File: config.mk
export PLATFORM = sky130hd
export DESIGN_NAME = rf_wb_arbiter
export DESIGN_NICKNAME = d
export VERILOG_FILES = /design/src/rtl/rf_pkg.sv /design/src/rtl/rf_wb_rr_arb.sv /design/src/rtl/rf_wb_arbiter.sv
export SDC_FILE = /design/constraint.sdc
export NUM_CORES = 1
export LEC_CHECK = 0
export BUFFER_PORTS_ARGS = -buffer_cell sky130_fd_sc_hd__buf_2
export CAP_MARGIN = 20
export CORE_MARGIN = 1.5
export CORE_UTILIZATION = 50
export CTS_CLUSTER_DIAMETER = 120
export DETAILED_ROUTE_END_ITERATION = 8
export HOLD_SLACK_MARGIN = 0.05
export MAX_ROUTING_LAYER = met4
export PLACE_DENSITY = 0.87
export SYNTH_ARGS = -nofsm -noshare
export SYNTH_HDL_FRONTEND = slang
export SYNTH_SLANG_ARGS = --single-unit
export TNS_END_PERCENT = 5
File: constraint.sdc
create_clock -name i_clk -period 2.2 [get_ports i_clk]
set_input_delay 0.11 -clock i_clk [delete_from_list [all_inputs] [get_ports i_clk]]
set_output_delay 0.11 -clock i_clk [all_outputs]
set_load 0.05 [all_outputs]
File: src/rtl/rf_pkg.sv
// rtl/rf_pkg.sv - register-file address and mask types shared by the writeback path
package rf_pkg;
  localparam int REG_ADDR_W = 5;
  localparam int NUM_REGS   = 32;

  typedef logic [REG_ADDR_W-1:0] reg_addr_t;
  typedef logic [NUM_REGS-1:0]   reg_mask_t;
endpackage

File: src/rtl/rf_wb_rr_arb.sv
// rtl/rf_wb_rr_arb.sv - onehot0 writeback grant; round-robin when RF_WB_RR_ARB_EN is defined, else fixed priority
module rf_wb_rr_arb #(
  parameter int NUM_SRC = 3
) (
  input  logic               i_clk,
  input  logic               i_rst_n,
  input  logic [NUM_SRC-1:0] req,
  input  logic               advance,
  output logic [NUM_SRC-1:0] gnt
);
`ifdef RF_WB_RR_ARB_EN
  localparam int PTR_W = $clog2(NUM_SRC);

  logic [PTR_W-1:0] ptr;
  logic [PTR_W-1:0] gnt_idx;
  logic             found;

  // Search starts at ptr, which already holds (last granted + 1) mod NUM_SRC.
  always_comb begin
    int idx;
    gnt     = '0;
    gnt_idx = '0;
    found   = 1'b0;
    idx     = 0;
    for (int k = 0; k < NUM_SRC; k++) begin
      idx = (int'(ptr) + k) % NUM_SRC;
      if (!found && req[idx]) begin
        gnt[idx] = 1'b1;
        gnt_idx  = PTR_W'(idx);
        found    = 1'b1;
      end
    end
  end

  always_ff @(posedge i_clk) begin
    if (!i_rst_n) begin
      ptr <= '0;
    end else if (advance) begin
      ptr <= (gnt_idx == PTR_W'(NUM_SRC - 1)) ? '0 : gnt_idx + 1'b1;
    end
  end
`else
  logic unused_fixed;
  assign unused_fixed = ^{i_clk, i_rst_n, advance};

  always_comb begin
    logic found;
    gnt   = '0;
    found = 1'b0;
    for (int i = 0; i < NUM_SRC; i++) begin
      if (!found && req[i]) begin
        gnt[i] = 1'b1;
        found  = 1'b1;
      end
    end
  end
`endif
endmodule

File: src/rtl/rf_wb_arbiter.sv
// rtl/rf_wb_arbiter.sv - RF write-port arbiter with pending-write scoreboard; RF_WB_RR_ARB_EN selects round-robin
module rf_wb_arbiter
  import rf_pkg::*;
#(
  parameter int XLEN    = 32,
  parameter int NUM_SRC = 3
) (
  input  logic                         i_clk,
  input  logic                         i_rst_n,
  input  logic [NUM_SRC-1:0]           i_wb_valid,
  output logic [NUM_SRC-1:0]           o_wb_ready,
  input  logic [NUM_SRC*REG_ADDR_W-1:0] i_wb_rd,
  input  logic [NUM_SRC*XLEN-1:0]      i_wb_data,
  input  logic                         i_issue_valid,
  input  logic [REG_ADDR_W-1:0]        i_issue_rd,
  output logic                         o_rf_reg_write,
  output logic [REG_ADDR_W-1:0]        o_rf_rd,
  output logic [XLEN-1:0]              o_rf_rd_din,
  output logic [NUM_REGS-1:0]          o_busy
);
  logic [NUM_SRC-1:0] req;
  logic [NUM_SRC-1:0] gnt;
  logic               accept;
  reg_addr_t          sel_rd;
  logic [XLEN-1:0]    sel_data;
  reg_mask_t          busy;
  reg_mask_t          set_mask;
  reg_mask_t          clr_mask;

  // Gating requests with reset keeps every ready low while reset is asserted.
  assign req = i_wb_valid & {NUM_SRC{i_rst_n}};

  rf_wb_rr_arb #(.NUM_SRC(NUM_SRC)) u_arb (
    .i_clk   (i_clk),
    .i_rst_n (i_rst_n),
    .req     (req),
    .advance (accept),
    .gnt     (gnt)
  );

  assign o_wb_ready = gnt;
  assign accept     = |gnt;

  always_comb begin
    sel_rd   = '0;
    sel_data = '0;
    for (int i = 0; i < NUM_SRC; i++) begin
      if (gnt[i]) begin
        sel_rd   = i_wb_rd[i*REG_ADDR_W +: REG_ADDR_W];
        sel_data = i_wb_data[i*XLEN +: XLEN];
      end
    end
  end

  always_ff @(posedge i_clk) begin
    if (!i_rst_n) begin
      o_rf_reg_write <= 1'b0;
      o_rf_rd        <= '0;
      o_rf_rd_din    <= '0;
    end else if (accept) begin
      o_rf_reg_write <= (sel_rd != '0);
      o_rf_rd        <= sel_rd;
      o_rf_rd_din    <= sel_data;
    end else begin
      o_rf_reg_write <= 1'b0;
    end
  end

  // Set overrides clear on the same register: the newer producer is still outstanding.
  assign set_mask = (i_issue_valid && i_issue_rd != '0) ? (reg_mask_t'(1) << i_issue_rd) : '0;
  assign clr_mask = accept ? (reg_mask_t'(1) << sel_rd) : '0;

  always_ff @(posedge i_clk) begin
    if (!i_rst_n) begin
      busy <= '0;
    end else begin
      busy <= set_mask | (busy & ~clr_mask);
    end
  end

  assign o_busy = busy;
endmodule

==> reports/results.tsv <==
metric	value	unit
status	complete, no violations	
yosys_warnings	0	
yosysMostFrequentCell	dfxtp_1	
yosys_most_used_dff	dfxtp_1	
ant_nets	0	
grt_max_degree	37	
pin_count	195	
dieHeight	90.9	um
yosys.area.top_type_share	0.363	
cts_resized	0	
drc	0	
cts_max_level	3	
worst_pin_slew	0.805	ns
grt_setup_unrepaired	no	
grt_pass1_vias	4165	
vias	4298	
register_area	1400	um^2
p_per_area	670	nW/um^2
cp_top_family	buffers and inverters	
synth-seq-cells	70	
period_minus_slack	1.62	ns
n_antenna_cell	0	
syn_to_final_growth	38.0	%
cts_tree	done	
timing.critical_path.to_type	output port	
post_cts_buffers	0	
cp_data_arrival_time	1.51	ns
criticalPathCategory	input pin to output port	
place_congestion	0.867	
post_drt_via_cell_ratio	5.74	
cp_max_fo	12	
drt_iter0_drc	246	
reg2reg_depth	4	
core_area	7370	um^2
synth_commonest_cells	dfxtp_1 (70), nand2_1 (57), nor2_1 (37), mux2i_1 (36), a21oi_1 (35)	
wire_per_inst	17.0	um
start_kind	input pin	
p_leak	0.00243	uW
setup_viol	0	
firstDrtPassIters	5	
grt_pass1_wl	20300	um
start_util	0.524	
final_cells	749	
max_cap_violations	0	
path_depth	5	
clk_path_buf_depth	2	
syn_nets	565	
cts_hold_buf	19	
clock_sinks	70	
grt_antenna_before_repair	0	
post-route-period-util	0.734	
syn_inst	443	
synth_edf_count	0	
maxSlewHeadroom	0.462	
setup-tns-final	0	ns
setup_slack	0.585	ns
async_flop_share	0	
fin_skew	0	ns
pre_cts_ws	0.351	ns
synth_cell_types	62	
slew_violations	0	
layout-drive-gt1-share	0.400	
worstPathRequired	2.09	ns
slowest_stage	and2_1	
cts_root_buf	clkbuf_8	
ys_top_cells_by_area	dfxtp_1 (36%), mux2i_1 (9.3%), nand2_1 (5.5%)	
dpl.hpwl	9080	um
cts_buffers	9	
cp.buffers_inverters	3	
wirelength	12700	um
clkLatencyLatePin	0.34	ns
die-area	8260	um^2
syn_avg_cell_area	8.71	um^2
timing_hold_violations_final	0	
ys_seq_area_frac	0.363	
gr-usage-all-layers	0.314	
syn_area	3860	um^2
rows	31	
io_buffers	194	
yosysTopAreaCell	dfxtp_1	
final_nets	767	
fmax	619	MHz
min_path_type	input pin to flip-flop	
overflow	0	
path_cells	buf_2, and2b_4, and2_1, buf_4, buf_2	
multiInputGateArea	2260	um^2
num-fill-cells	549	
whs_path_depth	3	
max_stage_delay	0.36	ns
cts.clk_slew.worst_paths	0.07	ns
die_w	90.9	um
crit_top_cell	buf_2	
post-place-cells	714	
peakVddDrop	0.000436	V
routing by layer:
layer,track usage,part of all wire
met2,0.533,0.50
met3,0.0572,0.085
met5,-,0
met1,0.362,0.39
met4,0.138,0.031
state kept, by name, summed over array words and instances, names as in the netlist:
register,count
o_busy,32
o_rf_reg_write,1
o_rf_rd,5
o_rf_rd_din,32
power breakdown:
group / total, uW / internal, uW / leakage, uW / switching, uW
combinational: 804 / 287 / 0.00172 / 517
sequential: 1350 / 1320 / 0.000572 / 27.8
clock: 1420 / 932 / 0.000140 / 483
layout by cell type (no fill, tap or decap), types with 3 or more instances in the layout:
master | synthesis | layout
nand2b_1 | 3 | 3
buf_2 | 12 | 194
nor3b_1 | 4 | 4
clkbuf_8 | 0 | 11
buf_4 | 2 | 11
and3b_1 | 3 | 3
o21ai_1 | 11 | 11
o21ai_0 | 30 | 30
a221oi_2 | 7 | 7
nand3_1 | 6 | 6
inv_1 | 4 | 4
o31ai_1 | 7 | 7
bufinv_16 | 0 | 4
nor3_1 | 4 | 4
dlygate4sd3_1 | 0 | 19
dfxtp_1 | 70 | 70
nand2_2 | 4 | 4
and2_1 | 15 | 14
nor2_1 | 37 | 37
a21oi_1 | 35 | 35
nand3b_1 | 4 | 4
a32o_1 | 3 | 3
a311oi_1 | 4 | 4
nand2_1 | 57 | 57
a221oi_1 | 7 | 7
a31oi_1 | 6 | 6
o21a_1 | 6 | 6
mux2i_1 | 36 | 36
and3_1 | 4 | 4
worst paths after layout:
path                        start         endpoint  slack (ns)
setup / recovery    i_wb_valid[0]    o_wb_ready[1]        0.58
hold / removal      i_wb_data[16]  o_rf_rd_din[16]        0.07
setup reg to reg  o_rf_rd_din[16]  o_rf_rd_din[16]        1.28
hold reg to reg         o_busy[0]        o_busy[0]        0.45
through the flow:
step	hold WS (ns)	instance area [um^2]	power, uW	util
6_report	0.0740	5330	3570	0.723
5_1_grt	0.0629	5330	3700	0.723
4_1_cts	0.0551	5330	3570	0.723
3_5_place_dp	0.353	4850	2140	0.659
2_1_floorplan	0.257	3860	1890	-
3_3_place_gp	0.349	4850	2120	0.659
final cells by class:
type / count / share of cell area
sequential: 70 / 0.263
clock inverter: 5 / 0.0242
timing repair buffer: 224 / 0.234
tap: 99 / 0.0233
inverter: 5 / 0.00352
multi-input combinational: 335 / 0.424
clock buffer: 11 / 0.0284
worst reg2reg max path: stages (launching register included):
cell,delay [ns]
dfxtp_1,0.33
mux2i_1,0.06
o21ai_0,0.22
mux2i_1,0.13
nor2_1,0.12
cell families after synthesis:
family,synth area share
mux,0.0934
compound gates,0.286
buf+inv,0.0525
flops,0.363
simple gates,0.206
Note: power is estimated with default switching activity, not from simulation.
